===== src/rtl/spi_adc_responder.sv =====
// spi_adc_responder
//
// Emulates a serial ADC on the far side of an SPI master. SCLK and CS_n are
// oversampled with clk_i. The latched sample goes out on MISO, MSB first,
// behind FrameBits-DataWidth leading zeros. Complete frames and aborted
// frames are flagged with one-cycle pulses.
//
// Ports
//   clk_i           system clock
//   rst_i           asynchronous reset, active-low
//   sample_i        sample value to transmit
//   sample_valid_i  loads sample_i into the holding register
//   sclk_i          SPI clock from the master (idle low, asynchronous)
//   cs_ni           chip select from the master (active-low, asynchronous)
//   miso_o          serial data to the master
//   miso_oe_o       MISO output enable, high while the frame is selected
//   busy_o          high in SHIFT and DONE
//   frame_done_o    one-cycle pulse when a full frame ends
//   frame_err_o     one-cycle pulse when CS_n deasserts mid-frame
//
// state | meaning
// ------+--------------------------------------------------------------
// IDLE  | not selected, MISO released, waiting for CS_n falling edge
// SHIFT | selected, shifting one bit out per SCLK falling edge
// DONE  | all FrameBits shifted, MISO held low until CS_n rises

module spi_adc_responder #(
    parameter int DataWidth  = 12,
    parameter int FrameBits  = 16,
    parameter int SyncStages = 2
) (
    input  logic                 clk_i,
    input  logic                 rst_i,
    input  logic [DataWidth-1:0] sample_i,
    input  logic                 sample_valid_i,
    input  logic                 sclk_i,
    input  logic                 cs_ni,
    output logic                 miso_o,
    output logic                 miso_oe_o,
    output logic                 busy_o,
    output logic                 frame_done_o,
    output logic                 frame_err_o
);

    localparam int CntW = $clog2(FrameBits + 1);

    localparam logic [1:0] ST_IDLE  = 2'd0;
    localparam logic [1:0] ST_SHIFT = 2'd1;
    localparam logic [1:0] ST_DONE  = 2'd2;

    logic [SyncStages-1:0] r_sclk_sync;
    logic [SyncStages-1:0] r_cs_sync;
    logic                  r_sclk_d;
    logic                  r_cs_d;

    logic [DataWidth-1:0]  r_hold;
    logic [FrameBits-1:0]  r_shift;
    logic [CntW-1:0]       r_cnt;
    logic [1:0]            r_state;
    logic                  r_done_evt;
    logic                  r_err_evt;

    logic                  w_sclk;
    logic                  w_cs;
    logic                  w_sclk_fall;
    logic                  w_cs_fall;
    logic                  w_cs_rise;
    logic [DataWidth-1:0]  w_load_val;

    // Synchronizers reset to the idle pin levels so that releasing reset
    // never looks like an SCLK or CS_n edge.
    always_ff @(posedge clk_i or negedge rst_i) begin
        if (!rst_i) begin
            r_sclk_sync <= '0;
            r_cs_sync   <= '1;
            r_sclk_d    <= 1'b0;
            r_cs_d      <= 1'b1;
        end else begin
            r_sclk_sync <= {r_sclk_sync[SyncStages-2:0], sclk_i};
            r_cs_sync   <= {r_cs_sync[SyncStages-2:0], cs_ni};
            r_sclk_d    <= r_sclk_sync[SyncStages-1];
            r_cs_d      <= r_cs_sync[SyncStages-1];
        end
    end

    assign w_sclk      = r_sclk_sync[SyncStages-1];
    assign w_cs        = r_cs_sync[SyncStages-1];
    assign w_sclk_fall = r_sclk_d & ~w_sclk;
    assign w_cs_fall   = r_cs_d & ~w_cs;
    assign w_cs_rise   = ~r_cs_d & w_cs;

    // A sample presented in the same cycle the frame starts is sent directly.
    assign w_load_val  = sample_valid_i ? sample_i : r_hold;

    always_ff @(posedge clk_i or negedge rst_i) begin
        if (!rst_i) begin
            r_hold <= '0;
        end else if (sample_valid_i) begin
            r_hold <= sample_i;
        end
    end

    // CS_n edges take priority over SCLK edges in every state.
    always_ff @(posedge clk_i or negedge rst_i) begin
        if (!rst_i) begin
            r_state    <= ST_IDLE;
            r_shift    <= '0;
            r_cnt      <= '0;
            r_done_evt <= 1'b0;
            r_err_evt  <= 1'b0;
        end else begin
            r_done_evt <= 1'b0;
            r_err_evt  <= 1'b0;
            case (r_state)
                ST_IDLE: begin
                    if (w_cs_fall) begin
                        r_shift <= FrameBits'(w_load_val);
                        r_cnt   <= '0;
                        r_state <= ST_SHIFT;
                    end
                end
                ST_SHIFT: begin
                    if (w_cs_rise) begin
                        r_err_evt <= 1'b1;
                        r_shift   <= '0;
                        r_state   <= ST_IDLE;
                    end else if (w_sclk_fall) begin
                        r_shift <= {r_shift[FrameBits-2:0], 1'b0};
                        r_cnt   <= r_cnt + 1'b1;
                        if (r_cnt == CntW'(FrameBits - 1)) begin
                            r_state <= ST_DONE;
                        end
                    end
                end
                ST_DONE: begin
                    if (w_cs_rise) begin
                        r_done_evt <= 1'b1;
                        r_state    <= ST_IDLE;
                    end
                end
                default: begin
                    r_state <= ST_IDLE;
                end
            endcase
        end
    end

    // One output register stage behind the FSM keeps all pin-facing outputs
    // glitch-free and aligned at SyncStages+2 cycles after the pin edge.
    always_ff @(posedge clk_i or negedge rst_i) begin
        if (!rst_i) begin
            miso_o       <= 1'b0;
            miso_oe_o    <= 1'b0;
            busy_o       <= 1'b0;
            frame_done_o <= 1'b0;
            frame_err_o  <= 1'b0;
        end else begin
            miso_o       <= (r_state == ST_SHIFT) & r_shift[FrameBits-1];
            miso_oe_o    <= (r_state != ST_IDLE);
            busy_o       <= (r_state != ST_IDLE);
            frame_done_o <= r_done_evt;
            frame_err_o  <= r_err_evt;
        end
    end

endmodule


===== config.mk =====
export PLATFORM = sky130hd
export DESIGN_NAME = spi_adc_responder
export DESIGN_NICKNAME = d
export VERILOG_FILES = /design/src/rtl/spi_adc_responder.sv
export SDC_FILE = /design/constraint.sdc
export NUM_CORES = 1
export LEC_CHECK = 0
export CAP_MARGIN = 20
export CORE_MARGIN = 3
export CORE_UTILIZATION = 61
export DETAILED_ROUTE_END_ITERATION = 8
export DONT_BUFFER_PORTS = 1
export MAX_ROUTING_LAYER = met4
export PLACE_DENSITY = 0.74
export SYNTH_ARGS = -nofsm -noshare
export SYNTH_HDL_FRONTEND = slang
export SYNTH_SLANG_ARGS = --single-unit

===== constraint.sdc =====
create_clock -name clk_i -period 2.5 [get_ports clk_i]
set_input_delay 0.25 -clock clk_i [delete_from_list [all_inputs] [get_ports clk_i]]
set_output_delay 0.25 -clock clk_i [all_outputs]
set_load 0.02 [all_outputs]

==> results.cfg <==
[critical_path]
crit_slowest_cell = dfstp_2
max_stage_delay_ns = 0.59
path_cells = and2b_4 -> o21a_1 -> o21ai_4 -> mux2_2
worstSetupPathType = reg -> reg
critPathTopFamily = compound AO/OA/AOI/OAI gates
r2r-start = r_cs_d
rr_endpoint = r_shift[7]
ff2ff_setup_slack_ns = 0.53
cp-start-kind = flop
crit_arrival_ns = 2.22
critPathRequiredTime_ns = 2.75
r2r_cells = 4
path_buf_inv = 0
cp_max_fo = 16
endpoint_kind = flop

[run]
cap_viol_max_count = 0

[die]
die_h_um = 63.0
initial_core_util = 0.643
num_rows = 20
fp.dieArea_mm2 = 0.00397
die_w_um = 63.0
ios = 22
coreArea_mm2 = 0.00308

[sta]
max_freq_mhz = 508
worst_slack_ns = 0.532
tightestPinTransition_ns = 0.564
fin_setup_tns_ns = 0
period_minus_slack_ns = 1.97
period_share = 0.787
setup_viol = 0
rsz0062_at_grt = no
skew_ns = 0.00644
finalMaxSlewViolations = 0
hold_viol_final = 0
relSlewSlack = 0.623

[global_routing]
grt_pass1_vias = 1208
grt_pass1_wl_um = 5450
grt_antenna_before_repair = 0
grt_max_degree = 48
grt.overflow.total = 0
track_usage = 0.184

[finish]
diodes = 0
nNetsFinal = 172
syn2layout_area_growth_pct = 8.65
drive_above_1_share = 0.247

[clock_tree]
cts_buffers = 5
cts_sinks = 47
cts_htree_levels = 2
cts_root_buf = clkbuf_4
insertion_delay_ns = 0.36
clk_pin_slew_ns = 0.13
clockBufferDepth = 2
post_cts_resized = 0
cts_tree = yes

[route]
drtAntennaViolNets = 0
post-route-drc-count = 0
via_per_inst = 5.56
drt_pass1_iterations = 4
dr_total_vias = 1100
wl_um = 3020
wl_per_cell_um = 15.2
drtIter0Drc = 47

[place]
gp_congestion = 0.760
portBuffers = 0
place_hpwl_um = 2040
place_ws_ns = 0.530

[synthesis]
ys.warnings.count = 0
syn_area_mm2 = 0.00198
ys_seq_area_frac = 0.596
syn_nets = 166
synth_area_per_cell_um2 = 13.5
synth_top_area_share = 0.556
ys.flop_type = dfrtp_1
async_flop_share = 1.00
synth.ff_latch_count = 47
ys_top_cells_by_area = dfrtp_1 56%, mux2_2 10%, a22o_1 4.9%, dfstp_2 4.0%, mux2_1 4.0%
synth_edf_count = 0
yosysUniqueCellTypes = 34
synth_top_area_cell = dfrtp_1
netlist_instances = 147

[hold_path]
hp-class = in -> reg
hold_end = r_hold[2]
hold_depth = 1
hp-start = sample_i[2]

[power_and_ir_drop]
p_leak_nw = 0.973
ir_worst_vdd_mv = 0.460
power_density_mw_per_mm2 = 791

[status]
status = finished clean
==> cells in the final DEF, fill, tap and decap left out, types with 2 or more instances in the layout <==
master and instances:
ha_1 2, mux2_1 7, buf_4 2, dfstp_2 3, mux2i_1 4, mux2_2 18
clkbuf_4 5, a22o_1 11, nand2b_1 4, inv_1 5, o21ai_0 5, nor2b_1 2
nor2_1 4, dlygate4sd3_1 3, nand3_1 4, dfrtp_1 44, nor3_1 2, nand2_1 10
==> per-layer routing <==
layer | GRT usage | share of wire | vias to the layer above
met5 | - | 0 | -
met4 | 0.102 | 0.020 | 0
met3 | 0.0450 | 0.047 | 6
met2 | 0.264 | 0.46 | 23
met1 | 0.239 | 0.47 | 545
li1 | - | - | 526
==> state kept, by name, indices dropped and copies added (netlist names) <==
signal        count
r_done_evt        1
r_cs_d            1
r_cs_sync         2
frame_done_o      1
r_state           2
r_err_evt         1
r_hold           12
r_sclk_d          1
busy_o            1
r_sclk_sync       2
frame_err_o       1
r_shift          16
r_cnt             5
miso_o            1
==> Yosys cell counts (all sizes together) (2+ instances only) <==
master,count
a22o,11
buf,6
dfrtp,44
dfstp,3
ha,2
inv,5
mux2,25
mux2i,4
nand2,10
nand2b,4
nand3,4
nor2,4
nor2b,2
nor3,2
o21ai,6
o31ai,2
==> layout make-up <==
| class | count | area, um^2 |
|---|---|---|
| Fill cell | 231 | 926 |
| Sequential cell | 47 | 1180 |
| Timing Repair Buffer | 6 | 72.6 |
| Tap cell | 44 | 55.1 |
| Clock buffer | 6 | 51.3 |
| Multi-Input combinational cell | 88 | 739 |
| Clock inverter | 2 | 35.0 |
| Inverter | 5 | 18.8 |
==> repair_timing <==
item / 4_1_cts / 5_1_grt
endpoints found under the hold margin: 49 / 0
setup buffers: 0 / 0
hold buffers: 4 / 0
==> kinds of logic (layout without fill, tap and decap cells) <==
logic type / Yosys count / count (layout) / share of synthesized area
DFF: 47 / 47 / 0.596
and+or+nand+nor: 36 / 36 / 0.108
adders and majority gates: 2 / 2 / 0.0126
buffers and inverters: 12 / 19 / 0.0310
AOI/OAI and AO/OA: 21 / 21 / 0.0903
muxes: 29 / 29 / 0.162
==> per-stage QoR <==
step / total power [mW] / hold WS (ns) / util / cells / cell area, um^2
CTS: 1.72 / 0.0334 / 0.699 / 198 / 2150
global placement: 1.21 / -0.0445 / 0.652 / 186 / 2010
finish: 1.70 / 0.0502 / 0.699 / 198 / 2150
floorplan: 1.18 / -0.0456 / - / 147 / 1980
global route: 1.81 / 0.0170 / 0.699 / 198 / 2150
detailed placement: 1.23 / -0.0445 / 0.652 / 186 / 2010
==> worst max path at each step <==
stage                 from     endpoint  slack [ns]  cells after the start
floorplan           r_cs_d  r_shift[10]        0.74                      5
global placement    r_cs_d   r_shift[3]        0.59                      4
detailed placement  r_cs_d   r_shift[7]        0.53                      4
CTS                 r_cs_d   r_shift[7]        0.52                      4
global route        r_cs_d   r_shift[1]        0.45                      4
finish              r_cs_d   r_shift[7]        0.53                      4
==> where the power goes <==
group	switching, mW	internal (mW)
clock network	0.233	0.236
logic	0.117	0.149
registers	0.0812	0.887
Power figures use the tool's default switching activity.
